===== config.mk =====
export PLATFORM = sky130hd
export DESIGN_NAME = nibble_serial_addsub_ctrl
export DESIGN_NICKNAME = d
export VERILOG_FILES = /design/src/rtl/nibble_serial_addsub_ctrl.sv
export SDC_FILE = /design/constraint.sdc
export NUM_CORES = 1
export LEC_CHECK = 0
export BUFFER_PORTS_ARGS = -buffer_cell sky130_fd_sc_hd__buf_2
export CAP_MARGIN = 30
export CORE_UTILIZATION = 52
export CTS_CLUSTER_DIAMETER = 100
export DETAILED_ROUTE_END_ITERATION = 10
export HOLD_SLACK_MARGIN = 0.15
export PLACE_DENSITY = 0.79
export SLEW_MARGIN = 20
export SYNTH_ARGS = -nofsm -noshare
export SYNTH_HDL_FRONTEND = slang
export SYNTH_SLANG_ARGS = --single-unit

===== constraint.sdc =====
create_clock -name clk -period 2.5 [get_ports clk]
set_clock_uncertainty 0.15 [all_clocks]
set_input_delay 0.25 -clock clk [delete_from_list [all_inputs] [get_ports clk]]
set_output_delay 0.25 -clock clk [all_outputs]
set_load 0.05 [all_outputs]

===== src/rtl/nibble_serial_addsub_ctrl.sv =====
// Wide add/subtract sequencer: drives an external 4-bit ripple-carry adder one
// nibble per clock (LSB first) and collects the result, carry and signed overflow.
module nibble_serial_addsub_ctrl #(
  parameter int NIBBLES = 4
) (
  input  logic                   clk,
  input  logic                   rst,
  input  logic                   in_valid,
  output logic                   in_ready,
  input  logic [4*NIBBLES-1:0]   a,
  input  logic [4*NIBBLES-1:0]   b,
  input  logic                   sub,
  output logic                   out_valid,
  input  logic                   out_ready,
  output logic [4*NIBBLES-1:0]   result,
  output logic                   cout,
  output logic                   overflow,
  output logic [3:0]             rca_a,
  output logic [3:0]             rca_b,
  output logic                   rca_cin,
  input  logic [3:0]             rca_s,
  input  logic                   rca_cout
);

  localparam int W  = 4 * NIBBLES;
  localparam int IW = (NIBBLES > 1) ? $clog2(NIBBLES) : 1;
  localparam logic [IW-1:0] LAST = IW'(NIBBLES - 1);

  // Handshakes: a transfer happens on a rising edge where valid and ready are
  // both high. in_ready is high only in IDLE and out_valid only in DONE, so a
  // new request can never overlap an unconsumed result.
  typedef enum logic [1:0] {IDLE, RUN, DONE} state_t;

  state_t          state, state_nxt;
  logic [W-1:0]    a_reg, b_reg;
  logic            sub_reg;
  logic [IW-1:0]   idx;
  logic            carry_reg;
  logic            last;

  assign last = (idx == LAST);

  always_ff @(posedge clk or posedge rst) begin
    if (rst) state <= IDLE;
    else     state <= state_nxt;
  end

  always_comb begin
    state_nxt = state;
    in_ready  = 1'b0;
    out_valid = 1'b0;
    rca_a     = 4'h0;
    rca_b     = 4'h0;
    rca_cin   = 1'b0;
    case (state)
      IDLE: begin
        in_ready = 1'b1;
        if (in_valid) state_nxt = RUN;
      end
      RUN: begin
        rca_a   = a_reg[{idx, 2'b00} +: 4];
        rca_b   = b_reg[{idx, 2'b00} +: 4] ^ {4{sub_reg}};
        // Nibble 0 always takes sub as carry-in so nothing leaks between ops.
        rca_cin = (idx == '0) ? sub_reg : carry_reg;
        if (last) state_nxt = DONE;
      end
      DONE: begin
        out_valid = 1'b1;
        if (out_ready) state_nxt = IDLE;
      end
      default: state_nxt = IDLE;
    endcase
  end

  always_ff @(posedge clk or posedge rst) begin
    if (rst) begin
      a_reg     <= '0;
      b_reg     <= '0;
      sub_reg   <= 1'b0;
      idx       <= '0;
      carry_reg <= 1'b0;
      result    <= '0;
      cout      <= 1'b0;
      overflow  <= 1'b0;
    end else begin
      case (state)
        IDLE: begin
          if (in_valid) begin
            a_reg   <= a;
            b_reg   <= b;
            sub_reg <= sub;
            idx     <= '0;
          end
        end
        RUN: begin
          result[{idx, 2'b00} +: 4] <= rca_s;
          carry_reg                 <= rca_cout;
          if (last) begin
            idx      <= '0;
            cout     <= rca_cout;
            overflow <= (a_reg[W-1] == (b_reg[W-1] ^ sub_reg)) &&
                        (rca_s[3] != a_reg[W-1]);
          end else begin
            idx <= idx + 1'b1;
          end
        end
        default: ;
      endcase
    end
  end

endmodule


* Yosys cells after proc, flatten, opt, wreduce, memory -nomap -nowiden
Index checks and enable logic that the tools add are counted.
Operators by class: eq/ne operators 8, reduce and logical (&&, ||, !) cells 8, shifts and indexed selects 4, bitwise operators 2, $add $sub $neg 2, multiplexer cells 14
Operators with widths (number):
- $shiftx 16x5->4 | 2
- $bwmux 16 | 1
- $shift 4x6->16 const A | 1
- $shiftx 4x6->16 | 1
- $mux 2 | 5
- $mux 4 | 2
- $ne 2x2->1 const B | 3
- $neg 4->6 | 1
- $pmux 2 s3 | 1
- $reduce_and 2->1 | 3
- $eq 2x2->1 const B | 2
- $logic_not 2->1 | 2
- $mux 1 | 4
- $pmux 2 s2 | 1
- $xor 4x4->4 | 1
- $reduce_and 3->1 | 1
- $add 2x1->2 const B | 1
- $eq 2x1->1 const B | 1
- $reduce_bool 2->1 | 1
- $eq 1x1->1 | 1
- $logic_and 1x1->1 | 1
- $ne 1x1->1 | 1
- $xor 1x1->1 | 1
Storage, ports and cells: output and inout bits 29, register bits 56

* Depth between registers and ports, before layout
Gate-level depths: netlist (run 1).
depth in word-level cells 3, gate-level depth with buffers 7

* Worst setup path before layout (run 1)
No wires, ideal clock.
path type register to output, start register idx[0], end output rca_b[0], arrival 1.843 ns, setup slack 0.257 ns, stages on the path, launching flop included 5, cell sequence dfrtp_1 > buf_6 > mux4_1 > xnor2_1 > nor2_1
Between the ends: cells in the longest elaborated chain, start to end 3
Ends and longest elaborated chain:
- start: declaration | line 37 | logic [IW-1:0] idx;
- start signal: assignment | line 104 | idx <= idx + 1'b1;
- $shiftx 16x5->4 | line 62 | rca_b = b_reg[{idx, 2'b00} +: 4] ^ {4{sub_reg}};
- $xor 4x4->4 | line 62
- $mux 4 | line 55 | case (state)
- end: declaration | line 19 | output logic [3:0] rca_b,
No other way between the ends.

* Final worst setup path (run 1)
start register idx[0], end output rca_a[3]
Between the ends: cells in the longest elaborated chain, start to end 2
Ends and longest elaborated chain:
- $shiftx 16x5->4 | line 61 | rca_a = a_reg[{idx, 2'b00} +: 4];
- $mux 4 | line 55
- end: declaration | line 18 | output logic [3:0] rca_a,
No other way between the ends.

==> impl_results.md, run 1 <==
* Status: finished, final reports clean
* CORE AREA at 4790 um^2
* Warnings, synthesis at 0
* CP Launch Type: flop
* Die height at 73.0 um
* Die Area at ~5300 um^2
* Worst VDD drop at 0.778 mV
* Setup CP Type: flop to output port
* Most frequent cells in the layout: buf_2, dfrtp_1, dlygate4sd3_1, mux2_2, nand2_1
* Syn_area_per_cell at between 10 and 15 um^2
* Final WL at 5.66 mm
* Sinks on Clock Net at 56
* Hold Path Depth at 2
* Pins Over Slew Limit at 0
* CP Buf/Inv Count at 2
* Largest net degree at the start of global routing at 37
* Critical-path maximum fanout at 9
* Hold_ws at 331 ps
* Grt total ovfl at 0
* CTS H-tree lvls at 2
* CTS tree: done
* Endpoint, Worst Hold: result[15]
* Post-DRT Antenna Nets at 0
* Hold/Removal Path Class: flop to flop
* # setup viols final at 0
* Post-route clock period utilization at 0.929
* Worst R2R Setup Slack at 550 ps
* Post-CTS setup buffer count at 0
* Main area contributors after synthesis: dfrtp_1, mux2_2, mux4_2, a22o_1, mux4_1
* Crit-path slowest cell: dfrtp_2
* Starting Density at 0.548
* LEAKAGE at 1.68 nW
* Top FF cell, synth: dfrtp_1
* Port Buf Inserts at 70
* Fin util at 0.739
* CP Data Required Time at 2100 ps
* Routed vias at 1880
* Sequential share of the synthesized area at 0.534
* Most common cell after layout, fill and taps aside: buf_2
* Pwr dens at 1440 nW/um^2
* Worst path max stage delay at 510 ps
* Max-slew headroom at 0.534
* Post-synthesis instance total at 186
* Cell taking the most area after synthesis: dfrtp_1
* Crit path launch: idx[0]
* Antenna fix cells at 0
* Syn-to-layout area delta at 34.7%
* DIE WIDTH at about 73 um
* Total GRT Usage at 0.235
* Row count at 25
* First-pass GRT wire length at 9.22 mm
* Cell Chain, Critical Path: buf_4 > mux4_2 > and2_1 > buf_2
* Via/cell ratio at roughly 5
* CP Data Arrival Time at 1920 ps
* RSZ-0062 raised after global routing: no
* Worst setup EP type: output port
* Layout cells sized above 1 at 0.440
* Fmax at approximately 430 MHz
* Post-synthesis register bit count at 56
* Setup_tns at 0 ps
* Hold Crit Start: result[15]
* Clk pin slew, worst setup/hold paths at ~90 ps
* Critical path depth in cells at 4
* Fin. Hold Viols at 0
* Number of synthesized flops with an enable pin at 0
* Initial antenna violation count at 0
* Non-Filler Instances at 365
* Reg2Reg Launch Point: idx[1]
* Wirelength per Cell at 15.5 um
* Largest delay share family, worst path: flip-flops
* Top-area cell type share of the netlist area at 0.534
* Synth async-reset ratio at 1.00
* Mapped Nets at 233
* Placer Congestion at roughly 0.76
* Pre-Repair DR Iteration Count at 4
* Bufs on Longest Clock Path at 2
* Top Ports at 71
* Initial DRC count at 79
* Synth Cell Area at 2620 um^2
* Reg2reg path depth at 5
* Worst skew pair latency at 310 ps
* Max-Cap Viols at 0
* Reg2Reg Capture Point: result[14]
* DP HPWL at 3.51 mm
* CTS buffer count at 5
* Vias in the first global route at 1923
* Placed Cells at 317
* Clock root buffer: clkbuf_8
* Residual DRC count at 0
* Nets at ~340
* Synth cell types at 31
* Slew @ Worst Pin at 699 ps
* Tmin final at 2320 ps
## per-layer routing
metal	track usage	share of wire	wire [um]
met2	0.418	0.52	2940
met4	0.0632	0.012	66
met1	0.292	0.43	2420
met3	0.0470	0.041	235
met5	0	0	0
## cell type report
| cell class | instances | area (um^2) |
|---|---|---|
| Timing Repair Buffer | 115 | 788 |
| Clock inverter | 1 | 30.0 |
| Clock buffer | 7 | 96.3 |
| Multi-Input combinational cell | 115 | 1120 |
| Fill cell | 328 | 1250 |
| Inverter | 4 | 15.0 |
| Sequential cell | 56 | 1400 |
| Tap cell | 67 | 83.8 |
## worst min-delay path, cell delays in order, from the launching register on
cell and delay, ps:
dfrtp_1 350, nand2_1 40, o21ai_0 60
## kinds of logic after synthesis
group / Yosys count / share of synthesized area
flip-flops: 56 / 0.534
multiplexers: 44 / 0.227
AND/OR/NAND/NOR: 40 / 0.0968
AO/OA/AOI/OAI: 21 / 0.0601
buffers and inverters: 15 / 0.0420
XOR/XNOR: 5 / 0.0167
adder cells (fa/ha/maj): 5 / 0.0238
## power by group
| group | internal, W | switching (W) |
|---|---|---|
| Sequential | 0.00134 | 0.000324 |
| Combinational | 0.00108 | 0.00169 |
| Clock | 0.000353 | 0.000281 |
| Total | 0.00278 | 0.00230 |
## how the worst max path moves through the flow
| stage | to | slack [ps] |
|---|---|---|
| floorplan | rca_b[0] | 260 |
| global placement | rca_a[2] | 400 |
| detailed placement | result[14] | 380 |
| CTS | rca_a[2] | 40 |
| global route | rca_b[3] | 70 |
| finish | rca_a[3] | 180 |
## stage by stage
step	total power (W)	setup WS [ps]	area, um^2
floorplan	0.00391	257	2620
global placement	0.00434	396	3010
detailed placement	0.00441	381	3010
CTS	0.00509	37.6	3530
global route	0.00536	72.9	3530
finish	0.00507	177	3530
## synth_stat cells (2+ instances only)
cell,count
a22o_1,12
and2_1,4
buf_2,3
buf_6,4
clkbuf_1,2
dfrtp_1,56
ha_1,5
inv_1,4
mux2_2,34
mux2i_1,2
mux4_1,3
mux4_2,5
nand2_1,15
nand2b_1,2
nor2_1,6
nor2b_1,3
nor4b_4,2
o21ai_0,6
o31ai_1,2
xnor2_1,5
## timing repair
action	in CTS	in global routing
hold buffers	40	0
endpoints found under the setup margin	0	7
endpoints found under the hold margin	84	0
gates resized for setup	0	2
(Power assumes the default switching activity.)
==> inputs of run 2 (changes only) <==
--- a/config.mk
+++ b/config.mk
@@ -7,11 +7,11 @@
 export LEC_CHECK = 0
 export BUFFER_PORTS_ARGS = -buffer_cell sky130_fd_sc_hd__buf_2
 export CAP_MARGIN = 30
-export CORE_UTILIZATION = 52
+export CORE_UTILIZATION = 40
 export CTS_CLUSTER_DIAMETER = 100
+export CTS_CLUSTER_SIZE = 12
 export DETAILED_ROUTE_END_ITERATION = 10
 export HOLD_SLACK_MARGIN = 0.15
-export PLACE_DENSITY = 0.79
 export SLEW_MARGIN = 20
 export SYNTH_ARGS = -nofsm -noshare
 export SYNTH_HDL_FRONTEND = slang
==> constraint.sdc (replaced) <==
create_clock -name clk -period 2.5 [get_ports clk]
set_clock_uncertainty 0.15 [all_clocks]
set_input_delay 0.125 -clock clk [delete_from_list [all_inputs] [get_ports clk]]
set_output_delay 0.125 -clock clk [all_outputs]
set_load 0.05 [all_outputs]
==> run 2 against run 1 <==
Compared with the run above:
- via count decreased by 0.11%
- clock power decreased by 20%
- non-clock buffer count unchanged
- fmax increased by 1.9%
- combinational power about the same
- count of clock-buffer cells in the layout decreased by 1
- cell area decreased by 0.32%
- die area increased by 29%
- sequential power about the same
- sequential share of layout area increased by 0.056 points
- largest power group unchanged
==> impl_results.md, run 2 (same netlist as run 1, synthesis figures left out) <==
* Tmin final at 2280 ps
* Largest net degree at the start of global routing at 37
* Reg2reg path depth at 5
* Pins Over Slew Limit at 0
* Seq pwr share at 0.333
* Syn-to-layout area delta at 34.3%
* Reg2Reg Capture Point: result[12]
* Pwr dens at around 1400 nW/um^2
* CORE AREA at 6350 um^2
* Fmax at between 400 and 500 MHz
* RSZ-0062 raised after global routing: no
* Status: finished, final reports clean
* Setup_tns at 0 ps
* Hold/Removal Path Class: input port to async pin
* # setup viols final at 0
* Fin util at 0.555
* LEAKAGE at 1.67 nW
* Sinks on Clock Net at 56
* Reg2Reg Launch Point: idx[0]
* DIE WIDTH at 83.0 um
* Clk pin slew, worst setup/hold paths at 90 ps
* Antenna fix cells at 0
* Initial DRC count at between 100 and 150
* Total GRT Usage at 0.175
* Nets at 344
* Port Buf Inserts at 70
* P_sw at between 0.002 and 0.0025 W
* Worst setup margin at 220 ps
* CTS buffer count at 5
* Most frequent cells in the layout: buf_2, dfrtp_1, dlygate4sd3_1, mux2_2, nand2_1
* Row count at 29
* Post-DRT Antenna Nets at 0
* Top Ports at 71
* Hold_ws at 280 ps
* Final WL at 5.56 mm
* Vias in the first global route at 1985
* CTS H-tree lvls at 2
* Sw frac at 0.462
* Placer Congestion at 0.695
* Worst setup EP type: output port
* Die Area at 6890 um^2
* Layout cells sized above 1 at 0.433
* Clk network pwr share at 0.103
* Initial antenna violation count at 0
* Grt total ovfl at 0
* Pre-CTS setup slack at 506 ps
* Residual DRC count at 0
* Most common cell after layout, fill and taps aside: buf_2
* Worst skew pair latency at 300 ps
* Pre-Repair DR Iteration Count at 4
* Max-slew headroom at 0.591
* Slew @ Worst Pin at approximately 610 ps
* CP Launch Type: flop
* CP Data Arrival Time at 2010 ps
* Fin. Hold Viols at 0
* Pint at 0.00265 W
* Clock root buffer: clkbuf_8
* Worst R2R Setup Slack at 520 ps
* First-pass GRT wire length at 9.58 mm
* Critical-path maximum fanout at 9
* Max-Cap Viols at 0
* CP Data Required Time at 2230 ps
* Routed vias at 1878
* Bufs on Longest Clock Path at 2
* Post-route clock period utilization at 0.912
* Combinational Power Share at 0.564
* Worst VDD drop at 0.832 mV
* Starting Density at 0.413
* Setup CP Type: flop to output port
* CTS tree: done
* DP HPWL at 3.62 mm
* Wirelength per Cell at 14.8 um
* Via/cell ratio at 5.01
* Die height at 83.0 um
[run 2: changes by cell type in the layout (fill, tap and decap cells not counted), sizes merged]
cell | previous run | this run
clkinv | 0 | 2
bufinv | 1 | 0
clkbuf | 7 | 6
[run 2: what timing repair did]
| item | CTS | global route |
|---|---|---|
| setup buffers | 0 | 0 |
| resized for setup | 0 | 0 |
| endpoints found under the hold margin | 80 | 0 |
| hold buffers | 40 | 0 |
[run 2: how the worst max path moves through the flow]
stage               startpoint    endpoint  slack, ps  depth (start not counted)
floorplan               idx[0]    rca_b[0]        380                          4
global placement        idx[0]    rca_a[0]        530                          4
detailed placement      idx[0]  result[12]        510                          5
CTS                     idx[0]    rca_a[0]        180                          4
global route            idx[0]    rca_a[0]         80                          4
finish                  idx[0]    rca_a[0]        220                          4
[run 2: stage by stage]
| stage | instance area (um^2) | std cells | total power, W |
|---|---|---|---|
| after floorplan | 2620 | 186 | 0.00391 |
| after global placement | 3030 | 327 | 0.00440 |
| after detailed placement | 3030 | 327 | 0.00443 |
| after CTS | 3520 | 375 | 0.00498 |
| after global routing | 3520 | 375 | 0.00524 |
| final | 3520 | 375 | 0.00493 |
[run 2: power groups by stage]
stage | clock network [W] | logic, W | registers [W]
final | 0.000505 | 0.00278 | 0.00164
after global routing | 0.000561 | 0.00296 | 0.00172
after CTS | 0.000520 | 0.00281 | 0.00165
after detailed placement | 0 | 0.00276 | 0.00167
after global placement | 0 | 0.00274 | 0.00166
after floorplan | 0 | 0.00195 | 0.00196
[run 2: worst max-delay path, stage by stage, from the launching register on]
cell     delay [ps]
dfrtp_1         550
buf_4           270
mux4_2          500
and2_1          170
buf_2           210
[run 2: cell type report]
class / instances / area, um^2
clock buffers: 6 / 82.6
fillers: 553 / 2830
clock inverters: 2 / 10.0
inverters: 4 / 15.0
well taps: 77 / 96.3
repair buffers: 115 / 801
flip-flops and latches: 56 / 1400
multi-input cells: 115 / 1120
[run 2: per-layer routing]
metal	global-route usage	vias up	wire, um
met4	0.0517	0	63
met1	0.221	935	2400
met2	0.303	49	2900
li1	-	888	-
met3	0.0368	6	197
met5	0	-	0
==> inputs of run 3 (changes only) <==
==> constraint.sdc (replaced) <==
create_clock -name clk -period 2.7 [get_ports clk]
set_clock_uncertainty 0.15 [all_clocks]
set_input_delay 0.135 -clock clk [delete_from_list [all_inputs] [get_ports clk]]
set_output_delay 0.135 -clock clk [all_outputs]
set_load 0.05 [all_outputs]
==> run 3 against run 2 <==
Compared with the run above:
- non-clock buffer count shrank 1
- combinational power shrank 7.6%
- sequential cell count is the same
- worst setup slack gained 170 ps
- sequential power shrank 7%
- via count shrank 0.75%
- critical path depth is the same
- utilization grew 0.12 points
- routed wire length shrank 4.6%
- clock power grew 6.3%
==> impl_results.md, run 3 (same netlist as run 1, synthesis figures left out) <==
* Clock root buffer: clkbuf_8
* Setup CP Type: flop to output port
* Total Power at 0.00463 W
* Post-route clock period utilization at 0.856
* Hold/Removal Path Class: input port to async pin
* Post-DRT Antenna Nets at 0
* First-pass GRT wire length at 9.42 mm
* Reg2Reg Launch Point: idx[1]
* Worst skew pair latency at roughly 300 ps
* Critical-path maximum fanout at 8
* Fmax at 433 MHz
* Via/cell ratio at between 4 and 5
* GRT met2 Usage at 0.293
* Setup_tns at 0 ps
* Crit path launch: idx[0]
* Most common cell after layout, fill and taps aside: buf_2
* CP Data Arrival Time at 2030 ps
* Pre-Repair DR Iteration Count at 6
* Placer Congestion at 0.701
* Nets at 343
* Syn-to-layout area delta at 34.6%
* Tmin final at 2310 ps
* CP Launch Type: flop
* Port Buf Inserts at 70
* Max-slew headroom at 0.588
* Status: finished, final reports clean
* Placed Cells at 326
* Initial DRC count at between 60 and 70
* Post-DP Area at roughly 3000 um^2
* CP Data Required Time at 2410 ps
* DIE WIDTH at 83.0 um
* CTS tree: done
* LEAKAGE at approximately 1.7 nW
* Worst setup EP type: output port
* Clk pin slew, worst setup/hold paths at 100 ps
* Die height at 83.0 um
* CTS H-tree lvls at 2
* Total GRT Usage at 0.171
* Most frequent cells in the layout: buf_2, dfrtp_1, dlygate4sd3_1, mux2_2, nand2_1
* Die Area at about 7000 um^2
* Pwr dens at 1310 nW/um^2
* GR Util met3 at 0.0378
* Vias in the first global route at 2038
* Routed vias at 1864
* Grt peak-use layer: met2
* Sinks on Clock Net at 56
* RSZ-0062 raised after global routing: no
* Resized Gates After CTS at 0
* Pins Over Slew Limit at 0
* Wirelength per Cell at about 14 um
* CORE AREA at around 6300 um^2
* Worst VDD drop at between 0.8 and 0.9 mV
* Final Cell Area at 3530 um^2
* CTS buffer count at 5
* Starting Density at 0.413
* Residual DRC count at 0
* Layout cells sized above 1 at 0.428
* Antenna fix cells at 0
* Top Ports at 71
* Non-Filler Instances at 374
* Slew @ Worst Pin at 616 ps
* Fin. Hold Viols at 0
* Max-Cap Viols at 0
* Bufs on Longest Clock Path at 2
* Met1 Use GR at 0.219
* Initial antenna violation count at 0
* DP HPWL at 3.66 mm
* Largest net degree at the start of global routing at 37
* Grt total ovfl at 0
* # setup viols final at 0
* Row count at 29
* Final WL at 5.31 mm
run 3: stage by stage:
step	hold WS [ps]	util	worst slack, ps
5_1_grt	352	0.556	258
6_report	301	0.556	389
2_1_floorplan	90.4	-	572
3_3_place_gp	96.0	0.476	705
3_5_place_dp	95.2	0.476	627
4_1_cts	302	0.556	358
run 3: area by class of cell:
class	count	area [um^2]
fillers	567	2820
flip-flops and latches	56	1400
multi-input cells	115	1120
repair buffers	114	793
well taps	77	96.3
clock buffers	6	72.6
clock inverters	2	35.0
inverters	4	15.0
run 3: report_power, final:
part	internal, W	switching, W	leakage [nW]
sequential	0.00124	0.000284	0.694
combinational	0.00100	0.00157	0.922
clock	0.000276	0.000262	0.0552
total	0.00252	0.00211	1.67
run 3: metal layers:
| layer | wire (um) | up-vias |
|---|---|---|
| met5 | 0 | - |
| met4 | 62 | 0 |
| met3 | 204 | 6 |
| met2 | 2710 | 52 |
| met1 | 2330 | 918 |
| li1 | - | 888 |
run 3: worst max-delay path, cell delays in order (launching register included):
cell and delay [ps]:
dfrtp_1 550, mux4_1 630, xnor2_1 150, nor2_1 120, buf_2 280
run 3: final timing paths:
| kind | to | slack, ps | cells past startpoint |
|---|---|---|---|
| worst max-delay path | rca_b[3] | 390 | 4 |
| worst min register to register | result[8] | 350 | 1 |
| max in group asynchronous | result[0] | 1530 | 4 |
| worst max register to register | result[14] | 650 | 5 |
| worst min-delay path | a_reg[12] | 300 | 3 |
| min in group clk | result[8] | 350 | 1 |
run 3: what timing repair did:
item / CTS / global route
buffers inserted: 0 / 0
endpoints found under the hold margin: 80 / 0
hold buffers: 40 / 0
